**src/rtl/video_timing_pkg.sv**
```systemverilog
// Shared 720p60 raster constants and counter widths for the pixel pipeline.
// Consumer stages import these instead of hard-coding the active-region limits.
package video_timing_pkg;

    localparam int unsigned H_ACTIVE = 1280;
    localparam int unsigned H_FP     = 110;
    localparam int unsigned H_SYNC   = 40;
    localparam int unsigned H_BP     = 220;
    localparam int unsigned V_ACTIVE = 720;
    localparam int unsigned V_FP     = 5;
    localparam int unsigned V_SYNC   = 5;
    localparam int unsigned V_BP     = 20;

    localparam int unsigned H_TOTAL  = H_ACTIVE + H_FP + H_SYNC + H_BP;
    localparam int unsigned V_TOTAL  = V_ACTIVE + V_FP + V_SYNC + V_BP;

    localparam int unsigned HCOUNT_W = 11;
    localparam int unsigned VCOUNT_W = 10;

endpackage

```
**src/rtl/video_sig_gen_wrap_counter.sv**
```systemverilog
// Counter 0..MAX that wraps to 0; resets to MAX so the first increment lands on 0.
// Exposes the next count so the owner can register decodes in step with the count.
module wrap_counter #(
    parameter int unsigned MAX   = 1,
    parameter int unsigned WIDTH = 1
) (
    input  logic             clk,
    input  logic             rst_n,
    input  logic             inc_i,
    output logic [WIDTH-1:0] count_o,
    output logic [WIDTH-1:0] next_o,
    output logic             wrap_o
);

    localparam logic [WIDTH-1:0] MAX_V = WIDTH'(MAX);

    logic [WIDTH-1:0] count_q;
    logic [WIDTH-1:0] count_d;

    always_comb begin
        wrap_o  = inc_i && (count_q == MAX_V);
        count_d = count_q;
        if (inc_i) begin
            count_d = wrap_o ? '0 : count_q + WIDTH'(1);
        end
    end

    always_ff @(posedge clk or negedge rst_n) begin
        if (!rst_n) begin
            count_q <= MAX_V;
        end else begin
            count_q <= count_d;
        end
    end

    assign count_o = count_q;
    assign next_o  = count_d;

endmodule

```
**src/rtl/video_sig_gen.sv**
```systemverilog
// Free-running raster timing generator: h/v counts, syncs, active window,
// line/frame strobes and a wrapping frame counter, all registered together.
module video_sig_gen #(
    parameter int unsigned H_ACTIVE = video_timing_pkg::H_ACTIVE,
    parameter int unsigned H_FP     = video_timing_pkg::H_FP,
    parameter int unsigned H_SYNC   = video_timing_pkg::H_SYNC,
    parameter int unsigned H_BP     = video_timing_pkg::H_BP,
    parameter int unsigned V_ACTIVE = video_timing_pkg::V_ACTIVE,
    parameter int unsigned V_FP     = video_timing_pkg::V_FP,
    parameter int unsigned V_SYNC   = video_timing_pkg::V_SYNC,
    parameter int unsigned V_BP     = video_timing_pkg::V_BP,
    parameter int unsigned FC_WIDTH = 6
) (
    input  logic                                  clk,
    input  logic                                  rst_n,
    input  logic                                  en,
    output logic [video_timing_pkg::HCOUNT_W-1:0] h_count_out,
    output logic [video_timing_pkg::VCOUNT_W-1:0] v_count_out,
    output logic                                  hsync_out,
    output logic                                  vsync_out,
    output logic                                  active_draw_out,
    output logic                                  new_line_out,
    output logic                                  new_frame_out,
    output logic [FC_WIDTH-1:0]                   frame_count_out
);

    import video_timing_pkg::HCOUNT_W;
    import video_timing_pkg::VCOUNT_W;

    localparam int unsigned H_TOT = H_ACTIVE + H_FP + H_SYNC + H_BP;
    localparam int unsigned V_TOT = V_ACTIVE + V_FP + V_SYNC + V_BP;

    localparam logic [HCOUNT_W-1:0] H_ACT_END = HCOUNT_W'(H_ACTIVE);
    localparam logic [HCOUNT_W-1:0] HS_START  = HCOUNT_W'(H_ACTIVE + H_FP);
    localparam logic [HCOUNT_W-1:0] HS_END    = HCOUNT_W'(H_ACTIVE + H_FP + H_SYNC);
    localparam logic [VCOUNT_W-1:0] V_ACT_END = VCOUNT_W'(V_ACTIVE);
    localparam logic [VCOUNT_W-1:0] VS_START  = VCOUNT_W'(V_ACTIVE + V_FP);
    localparam logic [VCOUNT_W-1:0] VS_END    = VCOUNT_W'(V_ACTIVE + V_FP + V_SYNC);

    logic [HCOUNT_W-1:0] h_d;
    logic [VCOUNT_W-1:0] v_d;
    logic                h_wrap;
    logic                v_wrap;

    wrap_counter #(.MAX(H_TOT - 1), .WIDTH(HCOUNT_W)) u_h_cnt (
        .clk     (clk),
        .rst_n   (rst_n),
        .inc_i   (en),
        .count_o (h_count_out),
        .next_o  (h_d),
        .wrap_o  (h_wrap)
    );

    // h_wrap already implies en, so v only moves on the last pixel of a line.
    wrap_counter #(.MAX(V_TOT - 1), .WIDTH(VCOUNT_W)) u_v_cnt (
        .clk     (clk),
        .rst_n   (rst_n),
        .inc_i   (h_wrap),
        .count_o (v_count_out),
        .next_o  (v_d),
        .wrap_o  (v_wrap)
    );

    logic                hsync_q, hsync_d;
    logic                vsync_q, vsync_d;
    logic                active_q, active_d;
    logic                new_line_q, new_line_d;
    logic                new_frame_q, new_frame_d;
    logic [FC_WIDTH-1:0] fc_q, fc_d;

    // Decode the next position so flags land on the same edge as the counts.
    always_comb begin
        hsync_d     = hsync_q;
        vsync_d     = vsync_q;
        active_d    = active_q;
        new_line_d  = 1'b0;
        new_frame_d = 1'b0;
        fc_d        = fc_q;
        if (en) begin
            hsync_d     = (h_d >= HS_START) && (h_d < HS_END);
            vsync_d     = (v_d >= VS_START) && (v_d < VS_END);
            active_d    = (h_d < H_ACT_END) && (v_d < V_ACT_END);
            new_line_d  = h_wrap;
            new_frame_d = h_wrap && v_wrap;
            if (new_frame_d) begin
                fc_d = fc_q + FC_WIDTH'(1);
            end
        end
    end

    always_ff @(posedge clk or negedge rst_n) begin
        if (!rst_n) begin
            hsync_q     <= 1'b0;
            vsync_q     <= 1'b0;
            active_q    <= 1'b0;
            new_line_q  <= 1'b0;
            new_frame_q <= 1'b0;
            fc_q        <= '1;
        end else begin
            hsync_q     <= hsync_d;
            vsync_q     <= vsync_d;
            active_q    <= active_d;
            new_line_q  <= new_line_d;
            new_frame_q <= new_frame_d;
            fc_q        <= fc_d;
        end
    end

    assign hsync_out       = hsync_q;
    assign vsync_out       = vsync_q;
    assign active_draw_out = active_q;
    assign new_line_out    = new_line_q;
    assign new_frame_out   = new_frame_q;
    assign frame_count_out = fc_q;

endmodule

```
**config.mk**
```make
export PLATFORM = sky130hd
export DESIGN_NAME = video_sig_gen
export DESIGN_NICKNAME = d
export VERILOG_FILES = /design/src/rtl/video_timing_pkg.sv /design/src/rtl/video_sig_gen_wrap_counter.sv /design/src/rtl/video_sig_gen.sv
export SDC_FILE = /design/constraint.sdc
export NUM_CORES = 1
export LEC_CHECK = 0
export CORE_MARGIN = 2
export CORE_UTILIZATION = 40
export CTS_CLUSTER_SIZE = 12
export DETAILED_ROUTE_END_ITERATION = 8
export GPL_TIMING_DRIVEN = 0
export PLACE_DENSITY_LB_ADDON = 0.3
export SYNTH_ARGS = -nofsm -noshare
export SYNTH_HDL_FRONTEND = slang
export SYNTH_SLANG_ARGS = --single-unit
```
**constraint.sdc**
```tcl
create_clock -name clk -period 2.7 [get_ports clk]
set_clock_uncertainty 0.2 [all_clocks]
set_input_delay 0.675 -clock clk [delete_from_list [all_inputs] [get_ports clk]]
set_output_delay 0.675 -clock clk [all_outputs]
set_load 0.02 [all_outputs]
```
==> metrics.txt <==
#FFs+latches synth 32; Area after DPL 0.00216 mm^2; Max-Cap Viols 0; fraction of registers with async set/reset 100%; CTS Sinks 32; Starting Density 41.1%; largest family of logic cells by synthesized area simple AND/OR/NAND/NOR gates; R2R Path Start u_h_cnt.count_o[0]; P_leak 0.932 nW; Setup-failing EPs final 0; sequential cell area fraction in the yosys report 46.8%; routed via count 1449; worst hold path class primary input to asynchronous set/reset pin; Slowest cell on crit path dfstp_2; Area contributors post-synth dfstp_2 (28%), dfrtp_1 (18%), xor2_1 (4.5%); Crit path buffers/inverters 0; CP delay by family, top simple AND/OR/NAND/NOR gates; Yosys cell types 57; simple-gate portion of the synthesized area 22.0%; Slew HR 54.4%; EDFF count, synth 0; synthesized net count 175; final wirelength 3810 um; vias per inst 5.53; Worst EP arrival 2.59 ns; worst-path fanout max 5; Syn. warnings 0; first-pass GRT wire length 6490 um; most frequent cells in the layout clkdlybuf4s50_1 (32), dfstp_2 (19), dfrtp_1 (13); worst path cell trace ha_1 > and4b_4 > nand4_4 > or4_4 > xor2_1 > or3_1 > a41o_1; Placed Instances 253; Post-route DRC 0; IO Count 35; worst skew pair latency 0.28 ns; Worst setup SP type register; CTS tree yes; WL/cell 14.5 um; Main synth FF type dfstp_2; Cell Area, Synth 0.00176 mm^2; crit share post-route 96.8%; DP HPWL 2650 um; crit end category register; Post-CTS Hold Fix Bufs 0; most common cell after layout, fill and taps aside clkdlybuf4s50_1; DR iter-0 viols 142; Synth Area in Compound Gates 13.6%; Root Driver clkbuf_8; Peak VDD IR 0.420 mV; fin. max-slew vios 0; Rows 24; fin crit period 2.61 ns; Fillers 397; PD cells 573 mW/mm^2; clock slew at the register clock pins of the worst setup and hold paths 0.07 ns; area leader, netlist dfstp_2; Worst path max stage delay 0.59 ns; multiplexer share of the synthesized area 2.98%; Core ar. 0.00429 mm^2; GR Util All Layers 16.4%; CTS Buffer Depth 2; gpl congestion 0.826; Final Cell Area 0.00228 mm^2; # diodes 0; DR pass1 iterations 4; Mapped Cells 167; Synth top area share 28.3%; htree depth 2; worst path required time 2.68 ns; Setup CP Type register to register; post-layout net count 217; Final Hold Violating Endpoints 0; outcome finished clean; Die Span X 70.4 um; syn_area_per_cell 10.6 um^2; Synth Area in Adders 3.55%; ANT nets after route 0; Layout area overhead 29.4%; die height 70.4 um; number of global-route vias before repair 1328; RSZ-0062 raised after global routing yes; final core occ 53.1%; layout cells sized above 1 22.9%; XOR/XNOR Fraction of Synth Area 6.96%; CP startpoint u_h_cnt.count_o[0]; initial antenna violation count 0; worst-margin pin slew 0.683 ns; pin count of the biggest net entering global routing 33; fmax 0.382 GHz; Post-Layout Cell Count 262; Inserted Clock Buffers 5; DIE AREA 0.00495 mm^2; grt ovf 0; Port Buf Inserts 34
-- report_power, final --
part | total [W] | leakage [nW] | switching [W] | internal, W
Combinational | 0.000343 | 0.521 | 0.000181 | 0.000162
Sequential | 0.000614 | 0.369 | 0.0000721 | 0.000542
Clock | 0.000349 | 0.0422 | 0.000169 | 0.000181
-- logic make-up (layout without fill, tap and decap cells) --
family / after synthesis / count (layout)
fa+ha+maj: 5 / 5
simple gates: 61 / 61
buf+inv: 16 / 59
flops: 32 / 32
xor+xnor: 14 / 14
compound gates: 34 / 34
mux: 5 / 5
-- registers in the layout, summed over array words and instances, names as in the netlist --
name and count:
u_h_cnt.count_o 11, u_v_cnt.count_o 10, frame_count_out 6, active_draw_out 1
hsync_out 1, new_frame_out 1, new_line_out 1, vsync_out 1
-- what timing repair did --
action | 4_1_cts | 5_1_grt
gates resized for setup | 4 | 5
setup buffers | 0 | 1
setup endpoints to repair | 4 | 3
pin swaps | 1 | 2
endpoints found under the hold margin | 0 | 0
-- through the flow --
stage	setup WS [ns]	TNS [ns]	hold slack [ns]	power [W]
floorplan	0.0957	0	0.179	0.000809
global placement	-0.560	-2.87	0.276	0.000946
detailed placement	-0.581	-3.07	0.280	0.000945
CTS	0.00834	0	0.259	0.00131
global route	-0.00453	-0.00453	0.293	0.00138
finish	0.0851	0	0.227	0.00131
-- cell type report --
class                           instances  area [um^2]  share of cell area, %
Clock inverter                          1         5.00                  0.219
Inverter                               12         45.0                   1.97
Clock buffer                            7         76.3                   3.35
Tap cell                               52         65.1                   2.85
Buffer                                  4         32.5                   1.43
Sequential cell                        32          825                   36.1
Timing Repair Buffer                   35          338                   14.8
Multi-Input combinational cell        119          895                   39.2
-- cells in the mapped netlist, types with 2 or more instances --
master     instances
nand3b_1           2
o2111ai_1          2
o21ai_1            2
xor2_1             9
or4_1              3
nor2_1            11
mux2i_1            3
inv_1             11
and4b_1            2
dfrtp_1           13
o31ai_1            3
ha_1               5
nand4_1            5
nand3_1            7
nand2_1           11
xnor2_1            5
dfstp_2           19
a21oi_2            2
a21oi_1            4
or3_1              3
a31oi_1            2
o21ai_0            7
and4_1             2
-- routing by layer --
layer  up-vias  track usage [%]  routed length [um]
li1        697                -                   -
met1       699             22.5                1810
met2        44             25.3                1730
met3         9             4.33                 198
met4         0             5.13                  71
met5         -                0                   0
-- path summary, 6_finish.rpt --
check,endpoint,slack (ns),cells past startpoint
worst max-delay path,active_draw_out,0.09,7
worst min-delay path,new_frame_out,0.23,1
worst max register to register,active_draw_out,0.09,7
worst min register to register,frame_count_out[5],0.29,1
max in group asynchronous,u_v_cnt.count_o[8],1.61,1
min in group clk,frame_count_out[5],0.29,1
Power figures use the tool's default switching activity.
